**config.mk**
```make
export PLATFORM = sky130hd
export DESIGN_NAME = rr_grant_arbiter
export DESIGN_NICKNAME = d
export VERILOG_FILES = /design/src/rtl/rr_grant_arbiter.sv
export SDC_FILE = /design/constraint.sdc
export NUM_CORES = 1
export LEC_CHECK = 0
export ABC_AREA = 1
export CELL_PAD_IN_SITES_DETAIL_PLACEMENT = 0
export CELL_PAD_IN_SITES_GLOBAL_PLACEMENT = 1
export CORE_MARGIN = 3
export CORE_UTILIZATION = 39
export CTS_CLUSTER_SIZE = 28
export DETAILED_ROUTE_END_ITERATION = 10
export PLACE_DENSITY = 0.78
export SYNTH_ARGS = -nofsm -noshare
export SYNTH_HDL_FRONTEND = slang
export SYNTH_SLANG_ARGS = --single-unit
```
**constraint.sdc**
```tcl
create_clock -name clk -period 3.45 [get_ports clk]
set_input_delay 0.69 -clock clk [delete_from_list [all_inputs] [get_ports clk]]
set_output_delay 0.69 -clock clk [all_outputs]
set_load 0.02 [all_outputs]
```
**src/rtl/rr_grant_arbiter.sv**
```systemverilog
`default_nettype none
// ============================================================================
// Module      : rr_grant_arbiter
// Description : Round-robin arbiter sharing one downstream resource among
//               N_REQ requesters. Registered one-hot grant plus encoded
//               index, highest-index-first search rotated by a pointer,
//               grant held while the owner requests, bounded by MAX_HOLD.
// Revision    : 1.0 - initial release
// ============================================================================
module rr_grant_arbiter #(
  parameter int N_REQ    = 8,
  parameter int ID_W     = $clog2(N_REQ),
  parameter int MAX_HOLD = 16,
  parameter int CNT_W    = (MAX_HOLD == 0) ? 1 : $clog2(MAX_HOLD + 1)
) (
  input  logic             clk,
  input  logic             rst,
  input  logic             en,
  input  logic [N_REQ-1:0] req,
  output logic [N_REQ-1:0] gnt,
  output logic [ID_W-1:0]  gnt_id,
  output logic             gnt_valid,
  output logic [CNT_W-1:0] hold_cnt
);

  typedef enum logic [0:0] {
    IDLE  = 1'b0,
    GRANT = 1'b1
  } state_t;

  // Saturation value of the hold counter: MAX_HOLD, or all-ones when unlimited.
  localparam logic [CNT_W-1:0] HOLD_SAT  = (MAX_HOLD == 0) ? {CNT_W{1'b1}} : CNT_W'(MAX_HOLD);
  localparam logic [ID_W-1:0]  PTR_RESET = ID_W'(N_REQ - 1);

  state_t             state, state_nxt;
  logic [ID_W-1:0]    ptr, ptr_nxt;
  logic [N_REQ-1:0]   gnt_nxt;
  logic [ID_W-1:0]    gnt_id_nxt;
  logic [CNT_W-1:0]   hold_nxt;

  logic [N_REQ-1:0]   cand;
  logic               found;
  logic [ID_W-1:0]    win;
  logic               own_req;
  logic               at_limit;
  logic               take;

  // Winner search: walk ptr, ptr-1, ..., 0, N_REQ-1, ... and take the first
  // candidate. While a grant is held the current owner is masked out so the
  // result is always "the next owner other than the current one".
  always_comb begin
    cand  = (state == GRANT) ? (req & ~gnt) : req;
    found = 1'b0;
    win   = '0;
    for (int k = 0; k < N_REQ; k++) begin : search_loop
      int              idx;
      logic [ID_W-1:0] idx_v;
      idx = int'(ptr) - k;
      if (idx < 0) begin
        idx = idx + N_REQ;
      end
      idx_v = ID_W'(idx);
      if (!found && cand[idx_v]) begin
        found = 1'b1;
        win   = idx_v;
      end
    end
  end

  assign own_req  = req[gnt_id];
  assign at_limit = (MAX_HOLD != 0) && (hold_cnt == HOLD_SAT);

  // Next-state and next-output decision for the grant FSM.
  always_comb begin
    state_nxt  = state;
    gnt_nxt    = gnt;
    gnt_id_nxt = gnt_id;
    hold_nxt   = hold_cnt;
    ptr_nxt    = ptr;
    take       = 1'b0;

    case (state)
      IDLE: begin
        if (en && found) begin
          take = 1'b1;
        end
      end
      GRANT: begin
        if (!own_req) begin
          // Owner released: hand over at the same edge when possible.
          if (en && found) begin
            take = 1'b1;
          end else begin
            state_nxt  = IDLE;
            gnt_nxt    = '0;
            gnt_id_nxt = '0;
            hold_nxt   = '0;
          end
        end else if (at_limit && en && found) begin
          // Hold window exhausted and someone else is waiting: preempt.
          take = 1'b1;
        end else if (at_limit && !found) begin
          // Nobody else wants the resource: open a fresh hold window.
          hold_nxt = CNT_W'(1);
        end else if (hold_cnt != HOLD_SAT) begin
          hold_nxt = hold_cnt + CNT_W'(1);
        end
      end
      default: begin
        state_nxt = IDLE;
      end
    endcase

    if (take) begin
      state_nxt  = GRANT;
      gnt_nxt    = {{(N_REQ-1){1'b0}}, 1'b1} << win;
      gnt_id_nxt = win;
      hold_nxt   = CNT_W'(1);
      ptr_nxt    = (win == '0) ? PTR_RESET : (win - ID_W'(1));
    end
  end

  // State, pointer and registered outputs; reset overrides everything.
  always_ff @(posedge clk) begin
    if (rst) begin
      state    <= IDLE;
      ptr      <= PTR_RESET;
      gnt      <= '0;
      gnt_id   <= '0;
      hold_cnt <= '0;
    end else begin
      state    <= state_nxt;
      ptr      <= ptr_nxt;
      gnt      <= gnt_nxt;
      gnt_id   <= gnt_id_nxt;
      hold_cnt <= hold_nxt;
    end
  end

  assign gnt_valid = |gnt;

endmodule
`default_nettype wire

```
## Yosys cells after proc, flatten, opt, wreduce, memory -nomap -nowiden

Index checks and enable logic that the tools add are counted.

- Add/subtract/negate cells: 17
- $lt $le $gt $ge: 17
- Equal/unequal tests: 10
- Shift-type cells: 1
- Multiplexer cells: 66
- Bitwise logic cells: 3
- Reduce and logical (&&, ||, !) cells: 26

Operator list:

| operator | number |
|---|---|
| $mux W3 | 21 |
| $mux W8 | 5 |
| $lt A3 B4 Y1 const B | 9 |
| $lt A4 B1 Y1 const B | 7 |
| $bmux W1 S3 | 9 |
| $mux W1 | 25 |
| $mux W5 | 5 |
| $add A3 B1 Y3 const B | 8 |
| $sub A3 B3 Y4 const B | 4 |
| $logic_and A1 B1 Y1 | 11 |
| $and A8 B8 Y8 | 1 |
| $logic_not A1 Y1 | 8 |
| $not A8 Y8 | 1 |
| $reduce_and A4 Y1 | 2 |
| $reduce_or A8 Y1 | 1 |
| $shl A1 B3 Y8 const A | 1 |
| $sub A3 B2 Y4 const B | 2 |
| $ne A2 B2 Y1 const B | 3 |
| $ne A3 B3 Y1 const B | 2 |
| $add A5 B1 Y5 const B | 1 |
| $eq A5 B5 Y1 const B | 1 |
| $ne A5 B5 Y1 const B | 1 |
| $ne A4 B1 Y1 const B | 1 |
| $sub A3 B1 Y4 const B | 1 |
| other kinds (10) | 10 |

- Flip-flop bits (word level): 20
- Bits of input ports: 11
- Output and inout port bits: 17
- Logic and storage cells: 146

## Depth between registers and ports, before layout

Gate-level depths: netlist (run 1).

- Word-level depth: 34
- Depth in mapped cells: 23
- Depth with buffers taken out: 20

## Worst setup path after synthesis (run 1)

Ideal clock, no wire load.

- Path type: register to register
- Start point: register ptr[0]
- End point: register ptr[2]
- Setup time: 119 ps
- Arrival time: 2,755 ps
- Required time: 3,331 ps
- Path slack: 576 ps
- Stages on the path, launching flop included: 22
- Path buffers: 3
- Clock period less this slack: 2,874 ps
- Cells stage by stage: dfxtp_1 buf_6 inv_2 buf_6 ha_1 clkbuf_1 inv_1 nand3_1 nand2_1 nand2_1 nand2_2 nand3_2 nor2_4 nand4_2 clkinv_1 nand2_1 nand3_1 inv_1 ha_1 ha_1 nor2_1 a21oi_1

- Longest elaborated chain between the ends: 30
- Elaborated cells between the ends (all ways): 86
- Classes of those cells: 16 x add/sub; 8 x order compare; 45 x mux; 17 x reduce/logical

Ends and longest elaborated chain:

| item | line | text |
|---|---|---|
| start, declared | 36 | `logic [ID_W-1:0] ptr, ptr_nxt;` |
| start signal, assigned | 133 | `ptr <= ptr_nxt;` |
| parallel branches: the longest is 30 deep, another holds $sub A3 B1 Y4 | n/a |  |

Several ways; the timed one is not identified. The select of a mux whose other input is x is not followed.
A chain may end at the register's enable or synchronous reset.

## Worst setup path after layout (run 1)

Same ends and word-level chain as after synthesis.

==> run metrics, run 1 <==
share of cells above drive strength 1=20.1%; Yosys reg bits=20; Rows=25; Clock Power Share=8.6%; VDD IR max=0.389 mV; RSZ-0062 raised after global routing=no; RD Place Congestion=0.882; ANT cells=0; relative max-transition margin=64.2%; CTS tree=yes; Tightest Pin Transition=534 ps; final setup skew=1.26 ps; reg2reg start=ptr[0]$_SDFFE_PP1P_; initial antenna violation count=0; sequential power share=18.0%; first-pass GRT wire length=9270 um; synth unique cells=38; total core area=4880 um^2; CP Max Fanout=7; ys async rst share=0%; non-filler instance count after layout=395; Initial DRC Count=98; max cap viols=0; EDFF count, synth=0; register area share after synthesis=19.8%; nature of the critical path startpoint=flop; Tcrit/Tclk final=86.2%; CTS H-tree depth=1; total gr overflow=0; Data arrival, critical path=3120 ps; Layout area overhead=19.3%; Via Count=2007; DR WL/cell=13.7 um; deepest clock path buffer count=2; I/O Pins=28; Antenna Violating Nets Remaining=0; syn nets=319; post_cts resized=0; Die Ht=78.0 um; Num CTS Buffers=3; worst r2r path cells=18; Worst Path Required=3600 ps; GRT Total Usage=18.5%; worst hold path type=reg -> reg; pin count of the biggest net entering global routing=14; vias in the first global route=2007; Setup TNS Final=0 ps; fillcell total=519; Synth Area per Inst=6.78 um^2; PD cells=876 nW/um^2; Top FF cell, synth=dfxtp_1; crit path from=ptr[0]$_SDFFE_PP1P_; # DRC=0; Leak=1.03 nW; commonest non-fill, non-tap cells in the layout=63 x nand2_1, 48 x nand3_1, 32 x inv_1, 27 x clkdlybuf4s50_1, 23 x nor2_1; crit path kind=reg -> reg; vias per inst=5.08; final hold slack=506 ps; Num Clock Sinks=20; CTS Root Cell=clkbuf_8; status=finished clean; final setup fails=0; most common cell after layout, fill and taps aside=nand2_1; clock slew seen by the registers of the worst setup and hold paths=80 ps; Fmax achieved=0.336 GHz; Initial Util=41.4%; Hold Vio Cnt, Final=0; synthesized cell area=2020 um^2; Psw=1.15 mW; Comb pwr share=73.4%; buffer count from post-CTS setup fixing=0; DIE WIDTH=78.0 um; final core occ=49.4%; DRT Pass-1 Iters=4; final WL=5400 um; worst setup path end=ptr[2]$_SDFFE_PP1P_; Final Net Count=350; Clock Latency Late Sink=260 ps; fin. max-slew vios=0; HPWL after detailed placement=4420 um; port buffer count=27; Mapped Cells=298; Crit. End Element=flop; cts hold-fix bufs=0; min cycle time layout=2970 ps; Die ar.=6080 um^2; dpl cells=391; YS warnings=0; Net Sw Frac=54.5%; FF-to-FF End=ptr[2]$_SDFFE_PP1P_; Int Pwr=0.960 mW; R2R Setup Slk=480 ps
[cells in the mapped netlist, types with 5 or more instances]
cell,number,area (um^2)
a21oi_2,8,70.1
nand2_2,9,56.3
nor2_1,23,86.3
nand3_2,19,190
nand3_1,48,240
o21ai_0,9,45.0
a21oi_1,7,35.0
dfxtp_1,20,400
nand2_1,63,236
ha_1,10,125
nand4_1,5,31.3
inv_1,32,120
[power by group through the flow]
| stage | clock [mW] | combinational [mW] | sequential [mW] |
|---|---|---|---|
| after floorplan | 0 | 1.10 | 0.413 |
| after global placement | 0 | 1.55 | 0.384 |
| after detailed placement | 0 | 1.55 | 0.383 |
| after CTS | 0.187 | 1.56 | 0.378 |
| after global routing | 0.199 | 1.75 | 0.389 |
| final | 0.181 | 1.55 | 0.380 |
[flip-flops by register name, summed over array words and instances, names as in the netlist]
signal    count
gnt           8
hold_cnt      5
ptr           3
state         1
gnt_id        3
[metal layers]
layer  up-vias  global-route usage [%]  share of wire, %
met1       929                    24.3                50
met4         0                    2.80              0.44
met3         2                    2.67               2.6
met2        23                    32.6                47
li1       1053                       -                 -
met5         -                       0                 0
[worst max-delay path, cell delays in order (launching register included)]
cell      delay (ps)
dfxtp_2          410
inv_2             50
ha_1             420
inv_1            210
nand3_1          130
nand2_1          100
nand2_1           60
nand2_2          100
nand3_2          110
nor2_4           150
nand4_2          120
clkinv_1          90
nand2_1           50
nand3_1          160
inv_1             90
ha_1             210
ha_1             280
nor2_1           100
a21oi_1           40
[stage by stage]
| step | cell area (um^2) | worst slack [ps] | power [mW] |
|---|---|---|---|
| after floorplan | 2020 | 576 | 1.51 |
| after global placement | 2350 | 205 | 1.94 |
| after detailed placement | 2350 | 219 | 1.93 |
| after CTS | 2410 | 374 | 2.12 |
| after global routing | 2410 | 80.9 | 2.34 |
| final | 2410 | 476 | 2.11 |
[logic make-up after synthesis]
logic type	after synthesis	share of synthesized area [%]
AND/OR/NAND/NOR	182	49.4
buffers and inverters	47	11.0
AO/OA/AOI/OAI	36	11.9
flip-flops	20	19.8
adder cells (fa/ha/maj)	10	6.19
XOR/XNOR	3	1.67
[how the worst min path moves through the flow]
stage          cells past startpoint                     end                    from
3_5_place_dp                       2  gnt_id[1]$_SDFFE_PP0P_  gnt_id[1]$_SDFFE_PP0P_
2_1_floorplan                      2  gnt_id[1]$_SDFFE_PP0P_  gnt_id[1]$_SDFFE_PP0P_
5_1_grt                            2  gnt_id[1]$_SDFFE_PP0P_  gnt_id[1]$_SDFFE_PP0P_
3_3_place_gp                       2  gnt_id[1]$_SDFFE_PP0P_  gnt_id[1]$_SDFFE_PP0P_
4_1_cts                            2  gnt_id[1]$_SDFFE_PP0P_  gnt_id[1]$_SDFFE_PP0P_
6_report                           2  gnt_id[1]$_SDFFE_PP0P_  gnt_id[1]$_SDFFE_PP0P_
[layout make-up]
cell class	count	area [um^2]	share of cell area [%]
Tap cell	67	83.8	3.48
Multi-Input combinational cell	231	1400	58.0
Sequential cell	20	402	16.7
Inverter	38	143	5.92
Timing Repair Buffer	35	330	13.7
Clock buffer	4	55.1	2.28
No activity file was read; power rests on OpenSTA's default activity.
==> inputs of run 2 (changes only) <==
Settings changed: CTS_BUF_LIST set to sky130_fd_sc_hd__clkbuf_16, CTS_CLUSTER_SIZE 28 to not set.
==> run 2 against run 1 <==
Global-route usage grew 0.097 points; critical path depth shrank 2; combinational power is essentially flat; clock power grew 33%; via count grew 0.25%; sequential share of layout area shrank 0.21 points; register-to-register slack lost 30 ps.
==> run metrics, run 2 (synthesis results as in run 1) <==
Final Net Count=350 (unchanged); nature of the critical path startpoint=flop; fillcell total=514 (-0.96%); Initial DRC Count=121 (+23%); CTS H-tree depth=1 (unchanged); I/O Pins=28 (unchanged); Hold Vio Cnt, Final=0 (unchanged); Tightest Pin Transition=534 ps (+0.138 ps); deepest clock path buffer count=2 (unchanged); Num Clock Sinks=20 (unchanged); CTS Root Cell=clkbuf_16; cts hold-fix bufs=0 (unchanged); Fmax achieved=0.333 GHz (-0.99%); total core area=4880 um^2 (unchanged); GRT Total Usage=18.6% (+0.097 points); final setup fails=0 (unchanged); Clock Latency Late Sink=250 ps (about the same); total gr overflow=0 (unchanged); Layout area overhead=20.4%; CTS tree=yes; Rows=25 (unchanged); Die ar.=6080 um^2 (unchanged); Worst Path Required=3590 ps (about the same); Data arrival, critical path=3140 ps (+20 ps); # DRC=0 (unchanged); first-pass GRT wire length=9310 um (+0.45%); buffer count from post-CTS setup fixing=0 (unchanged); clock slew seen by the registers of the worst setup and hold paths=60 ps (-20 ps); status=finished clean; relative max-transition margin=64.2% (about the same); port buffer count=27 (unchanged); RD Place Congestion=0.882 (unchanged); vias in the first global route=2023 (+0.80%); largest register by flop count=gnt; initial antenna violation count=0 (unchanged); post_cts resized=0 (unchanged); CP Max Fanout=7 (unchanged); commonest non-fill, non-tap cells in the layout=63 x nand2_1, 48 x nand3_1, 31 x inv_1, 27 x clkdlybuf4s50_1, 23 x nor2_1; share of cells above drive strength 1=19.8% (-0.30 points); most common cell after layout, fill and taps aside=nand2_1; Crit. End Element=flop; Largest regs=gnt (8), hold_cnt (5); RSZ-0062 raised after global routing=no; Die Ht=78.0 um (unchanged); VDD IR max=0.432 mV (+11%); ANT cells=0 (unchanged); DIE WIDTH=78.0 um (unchanged); Antenna Violating Nets Remaining=0 (unchanged); vias per inst=5.09 (+0.25%); final WL=5420 um (+0.43%); worst hold path type=reg -> reg; Setup TNS Final=0 ps (unchanged); DR WL/cell=13.7 um (+0.43%); DRT Pass-1 Iters=4 (unchanged); Num CTS Buffers=3 (unchanged); PD cells=894 nW/um^2 (+2.0%); min cycle time layout=3000 ps (+29.8 ps); Leak=1.04 nW (+0.92%); max reg flops=8 (unchanged); pin count of the biggest net entering global routing=14 (unchanged); fin. max-slew vios=0 (unchanged); Initial Util=41.4% (unchanged); max cap viols=0 (unchanged); final setup skew=2.08 ps (+0.823 ps); HPWL after detailed placement=4420 um (unchanged); Via Count=2012 (+0.25%); final hold slack=503 ps (-2.84 ps); Tcrit/Tclk final=87.1% (+0.86 points); crit path kind=reg -> reg
-- run 2: changes by cell type in the layout (fill, tap and decap cells not counted), sizes merged --
cell / before / now
clkbuf: 4 / 3
clkinv: 2 / 3
-- run 2: report_power, final --
part | leakage, nW | switching (mW) | total (mW) | internal, mW
combinational | 0.840 | 0.989 | 1.55 | 0.565
sequential | 0.164 | 0.0862 | 0.380 | 0.294
clock | 0.0385 | 0.0865 | 0.241 | 0.154
-- run 2: worst max-delay path, cell delays in order (launching register included) --
cell     delay, ps
dfxtp_1        470
inv_2           60
ha_1           430
inv_2          160
nand3_1        110
nand2_1         90
nor2_1          70
nor2_1         180
inv_1          110
nor2_4         180
nand3_1        110
nand4_1         90
nand2_1        140
ha_1           260
ha_1           280
nor2_1         100
a21oi_1         40
-- run 2: path summary, 6_finish.rpt --
check	start	endpoint	slack [ps]	cells past startpoint
worst min-delay path	gnt_id[1]$_SDFFE_PP0P_	gnt_id[1]$_SDFFE_PP0P_	500	2
worst max-delay path	ptr[0]$_SDFFE_PP1P_	ptr[2]$_SDFFE_PP1P_	450	16
worst max register to register	ptr[0]$_SDFFE_PP1P_	ptr[2]$_SDFFE_PP1P_	450	16
worst min register to register	gnt_id[1]$_SDFFE_PP0P_	gnt_id[1]$_SDFFE_PP0P_	500	2
-- run 2: cell type report --
cell class / instances / area (um^2) / area share, %
Timing Repair Buffer: 35 / 330 / 13.6
Tap cell: 67 / 83.8 / 3.44
Inverter: 38 / 143 / 5.86
Clock inverter: 1 / 3.75 / 0.154
Clock buffer: 3 / 75.1 / 3.08
Multi-Input combinational cell: 231 / 1400 / 57.4
Sequential cell: 20 / 400 / 16.5
-- run 2: stage by stage --
stage,setup slack (ps),power (mW),cell area (um^2),instances,util (%)
3_5_place_dp,219,1.93,2350,391,48.3
3_3_place_gp,205,1.94,2350,391,48.3
5_1_grt,61.2,2.40,2430,395,49.9
2_1_floorplan,576,1.51,2020,298,-
6_report,446,2.17,2430,395,49.9
4_1_cts,377,2.18,2430,395,49.9
-- run 2: metal layers --
metal  part of all wire (%)  global-route usage, %  vias up
met5                      0                      0        -
met4                   0.44                   2.80        0
met3                    2.8                   3.02        2
met2                     47                   33.0       27
met1                     50                   24.1      930
li1                       -                      -     1053
==> variant 1, RTL diff (config.mk and constraints of run 1) <==
One comparison of `hold_cnt` changes from == to >=.
--- a/src/rtl/rr_grant_arbiter.sv
+++ b/src/rtl/rr_grant_arbiter.sv
@@ -70,3 +70,3 @@
   assign own_req  = req[gnt_id];
-  assign at_limit = (MAX_HOLD != 0) && (hold_cnt == HOLD_SAT);
+  assign at_limit = (MAX_HOLD != 0) && (hold_cnt >= HOLD_SAT);
 
Check against the original RTL: same outputs for any inputs over 10 cycles, from zero or initial values and one cycle with rst high; that may be too few to reach the edited logic, so the function may still have changed.
==> variant 1 against run 1 <==
Area after synthesis shrank 2.5%; global-route usage grew 0.20 points; clock skew is essentially flat; combinational power shrank 7%; critical endpoint unchanged; cell area shrank 2.6%; total power shrank 6.0%; sequential cell count is the same; routed wire length shrank 2.1%; cell count grew 2.0%; worst setup slack lost 0.093 ns.
==> variant 1: results (changes against run 1) <==
leakage - 1.09 nW (was 1.03 nW)
first-pass GRT wire length - 9180 µm (was 9270 µm)
Clock Tree Buf Depth - 2 (unchanged)
area post-placement - 2290 µm² (was 2350 µm²)
outcome - finished clean (unchanged)
ant diodes - 0 (unchanged)
initial antenna violation count - 0 (unchanged)
GP Congestion - 0.819 (was 0.882)
Clk pin slew, worst setup/hold paths - 0.07 ns
largest net degree at the start of global routing - 16 (was 14)
number of global-route vias before repair - 1913 (was 2007)
first-pass detailed-route iteration total - 4 (unchanged)
sequential area share after synthesis - 20.3% (was 19.8%)
worst-path fanout max - 7 (unchanged)
dpl hpwl - 4370 µm (was 4420 µm)
via count - 2004 (was 2007)
VDD IR-drop max - 436 µV (was 389 µV)
synth top area cells - dfxtp_1 20%, nand2_1 15%, nand3_1 14% (was dfxtp_1 20%, nand3_1 12%, nand2_1 12%)
HP Class - flip-flop to flip-flop (unchanged)
Mapped Nets - 331 (was 319)
average routed wire per standard cell - 13.1 µm (was 13.7 µm)
fill count - 533 (was 519)
critical path's top delay family - simple AND/OR/NAND/NOR gates (unchanged)
Worst path slowest cell - clkdlybuf4s50_1 (was ha_1)
async set-reset flop share out of synthesis - 0% (unchanged)
worst slew pin tran - 0.458 ns (was 0.534 ns)
clk_lat worst skew - 0.25 ns
synth cell count leaders - 81 x nand2_1, 56 x nand3_1, 34 x inv_1, 28 x nor2_1, 20 x dfxtp_1 (was 63 x nand2_1, 48 x nand3_1, 32 x inv_1, 23 x nor2_1, 20 x dfxtp_1)
top flop regs - gnt x8, hold_cnt x5 (unchanged)
Clock Tree Root - clkbuf_8 (unchanged)
Buffers on Ports - 27 (unchanged)
GRT Util Overall - 18.7% (was 18.5%)
setup bufs post-CTS - 0 (unchanged)
CTS H-tree lvls - 1 (unchanged)
Crit path largest cell delay - 0.45 ns (was 0.42 ns)
Most used DFF post-synth - dfxtp_1 (unchanged)
Ys Warns - 0 (unchanged)
layout cells sized above 1 - 13.4% (was 20.1%)
Final nets - 358 (was 350)
TritonCTS Buffers - 3 (unchanged)
post-synth cell types - 35 (was 38)
Critical Path AT - 3.21 ns (was 3.12 ns)
clk_skew - 0.00133 ns (was 0.00126 ns)
starting DRC count in detailed routing - 64 (was 98)
==> variant 1: report_power, final <==
group	total, mW	switching, mW	internal [mW]
combinational	1.44	0.918	0.523
sequential	0.367	0.0764	0.291
clock	0.178	0.0764	0.101
==> variant 1: final timing paths <==
check	startpoint	to	slack, ns	cells after the start
min	gnt[4]	gnt[4]	0.52	2
min reg2reg	gnt[4]	gnt[4]	0.52	2
max reg2reg	ptr[0]	ptr[2]	0.41	18
max	req[3]	ptr[2]	0.38	17
==> variant 1: stage by stage <==
step	util (%)	setup slack, ns	instances	power (mW)
3_3_place_gp	47.6	0.188	399	1.82
6_report	48.8	0.383	403	1.99
4_1_cts	48.7	0.296	403	2.00
5_1_grt	48.8	0.0314	403	2.20
3_5_place_dp	47.6	0.146	399	1.81
2_1_floorplan	-	0.564	310	1.42
==> variant 1: cells by family (layout without fill, tap and decap cells) <==
kind of cell               after synthesis  in the layout  share of synthesized area [%]
and+or+nand+nor                        197            197                           50.8
buffers and inverters                   49             75                           10.5
AOI/OAI and AO/OA                       31             31                           9.40
DFF                                     20             20                           20.3
adders and majority gates               10             10                           6.35
xor gates and xnor gates                 3              3                           2.67
==> variant 1: tightest hold or removal path: cells and delay by family, from the launching register on <==
family / cells / cell delay (ns)
DFF: 1 / 0.35
and+or+nand+nor: 1 / 0.07
AOI/OAI and AO/OA: 1 / 0.06
==> variant 1: timing repair <==
item                                    4_1_cts  5_1_grt
hold buffers                                  0        0
gates resized for setup                       0        2
endpoints found under the setup margin        0        3
==> variant 1: area by class of cell <==
| class | count | area share [%] |
|---|---|---|
| Multi-Input combinational cell | 241 | 58.2 |
| Timing Repair Buffer | 29 | 12.1 |
| Sequential cell | 20 | 17.0 |
| Clock buffer | 4 | 2.34 |
| Inverter | 42 | 6.71 |
| Tap cell | 67 | 3.57 |
==> variant 1: routing by layer <==
layer	part of all wire (%)	vias to the layer above	track usage, %
met5	0	-	0
li1	-	1065	-
met2	47	20	31.8
met4	0.38	0	3.20
met1	50	917	25.8
met3	2.0	2	2.00
==> variant 2, RTL diff (config.mk and constraints of run 1) <==
Made on the original files. Set the parameter `N_REQ` to 16 (it was 8).
--- a/src/rtl/rr_grant_arbiter.sv
+++ b/src/rtl/rr_grant_arbiter.sv
@@ -10,3 +10,3 @@
 module rr_grant_arbiter #(
-  parameter int N_REQ    = 8,
+  parameter int N_REQ    = 16,
   parameter int ID_W     = $clog2(N_REQ),
Ports: changed (resized gnt, gnt_id and req); port bits go from 28 to 45. The function was not compared with the original's and may differ.
==> variant 2 against run 1 <==
Sequential cell count is 10 higher; maximum frequency fell by 15%; largest cell class unchanged; global-route usage increased by 10 points; routed wire length rose to 2.8 times the old value; the flow now finishes with violations (setup timing); synthesized cell count up 110%; cell area grew to 2.5 times the old value; first-iteration DRC count grew to 2.9 times the old value; worst setup slack worse by 0.52 ns; area after synthesis is 82% higher.
Power is left out: the tool's default activity adds up to more than one toggle a clock period on the data nets, which glitch-free logic cannot reach.
==> variant 2: results (changes against run 1) <==
TritonCTS Buffers - 5 (was 3)
# setup viols final - 8 (was 0)
Mapped Nets - 646 (was 319)
failing checks - setup timing
Final WS setup - -0.0418 ns (was 0.476 ns)
top flop regs - gnt x16, hold_cnt x5 (was gnt x8, hold_cnt x5)
ant diodes - 0 (unchanged)
Clk pin slew, worst setup/hold paths - 0.07 ns
starting DRC count in detailed routing - 280 (was 98)
Hold Fails Final Rpt - 0 (unchanged)
Clock Tree Buf Depth - 2 (unchanged)
worst slew pin tran - 0.410 ns (was 0.534 ns)
Critical Path AT - 3.71 ns (was 3.12 ns)
first-pass detailed-route iteration total - 5 (was 4)
sequential area share after synthesis - 16.3% (was 19.8%)
fill count - 776 (was 519)
initial antenna violation count - 0 (unchanged)
synth top area cells - nand3_1 19%, nand2_1 17%, dfxtp_1 16% (was dfxtp_1 20%, nand3_1 12%, nand2_1 12%)
pre-CTS setup slack - -0.516 ns (was 0.219 ns)
async set-reset flop share out of synthesis - 0% (unchanged)
Buffers on Ports - 44 (was 27)
final wirelength - 15100 µm (was 5400 µm)
post-synth cell types - 45 (was 38)
HP Class - flip-flop to flip-flop (unchanged)
layout cells sized above 1 - 40.1% (was 20.1%)
outcome - finished with violations (was finished clean)
via count - 4903 (was 2007)
Clock Tree Root - clkbuf_8 (unchanged)
Most used DFF post-synth - dfxtp_1 (unchanged)
dpl hpwl - 11400 µm (was 4420 µm)
worst-path fanout max - 5 (was 7)
Ys Warns - 0 (unchanged)
clk_skew - 0.00918 ns (was 0.00126 ns)
GP Congestion - 0.952 (was 0.882)
clk_lat worst skew - 0.29 ns (was 0.26 ns)
GRT Util Overall - 28.7% (was 18.5%)
Final nets - 816 (was 350)
CTS H-tree lvls - 2 (was 1)
number of global-route vias before repair - 4676 (was 2007)
first-pass GRT wire length - 23500 µm (was 9270 µm)
synth cell count leaders - 166 x nand2_1, 138 x nand3_1, 56 x inv_1, 39 x nor2_1, 33 x a21oi_1 (was 63 x nand2_1, 48 x nand3_1, 32 x inv_1, 23 x nor2_1, 20 x dfxtp_1)
largest net degree at the start of global routing - 24 (was 14)
variant 2: changes by cell type in the layout (fill, tap and decap cells not counted), moves of 16 or more:
cell and change:
buf_4 +113, nand2_1 +84, nand3_1 +33, nand3_2 +32, a21oi_1 +23, dlygate4sd2_1 +16
variant 2: cell families after synthesis:
family,after synthesis,share of synthesized area [%]
AO/OA/AOI/OAI,71,11.3
XOR/XNOR,5,2.11
AND/OR/NAND/NOR,405,55.0
flip-flops,30,16.3
adder cells (fa/ha/maj),14,4.77
buffers and inverters,88,10.5
variant 2: stage by stage:
stage | utilization [%] | cells | cell area, µm² | hold slack, ns | TNS, ns
after floorplan | - | 613 | 3720 | 0.548 | 0
after global placement | 56.0 | 850 | 5000 | 0.484 | -10.26
after detailed placement | 56.0 | 850 | 5000 | 0.490 | -10.61
after CTS | 63.6 | 878 | 5680 | 0.501 | -0.0195
after global routing | 68.0 | 892 | 6070 | 0.527 | -5.43
final | 68.0 | 892 | 6070 | 0.498 | -0.111
variant 2: layout make-up:
class	instances	area [µm²]	share of cell area, %
tap	108	135	2.23
multi-input combinational	495	3360	55.3
inverter	71	278	4.57
clock buffer	5	68.8	1.13
timing repair buffer	180	1590	26.1
sequential	30	607	9.99
clock inverter	3	40.0	0.659
variant 2: worst paths after layout:
check,startpoint,to,slack [ns],cells after the start
worst max register to register,ptr[1],gnt[8],-0.04,26
worst max-delay path,ptr[1],gnt[8],-0.04,26
worst min-delay path,gnt[14],gnt[14],0.50,2
worst min register to register,gnt[14],gnt[14],0.50,2
variant 2: critical path, cell delays in order (launching register included):
cell	delay [ns]
dfxtp_4	0.36
clkinvlp_4	0.14
ha_4	0.37
buf_12	0.15
nand3_4	0.09
nand3_4	0.10
nand3_2	0.09
nand2_4	0.10
nand3_4	0.08
nor2_4	0.17
nand3_2	0.11
nor2_2	0.11
nand2_1	0.09
inv_2	0.08
nand2_2	0.05
o21ai_2	0.06
nand3_1	0.08
nor2_1	0.11
nand3_1	0.10
nor2_1	0.11
nand2_1	0.10
nand2_4	0.12
ha_4	0.14
nand4_1	0.15
inv_2	0.12
nand2_1	0.08
a21oi_1	0.13
variant 2: timing repair:
item,CTS,global route
gates resized for setup,105,60
cloned,1,1
setup endpoints to repair,29,29
hold buffers,0,0
pin swaps,34,45
buffers inserted,19,14
variant 2: per-layer routing:
layer  vias to the layer above  track usage, %  wire length [µm]  part of all wire [%]
met3                        32            3.52              1040                   6.9
met4                         0            8.96               350                   2.3
met5                         -               0                 0                     0
met2                       187            44.6              6770                    45
met1                      2285            41.1              6930                    46
li1                       2399               -                 -                     -
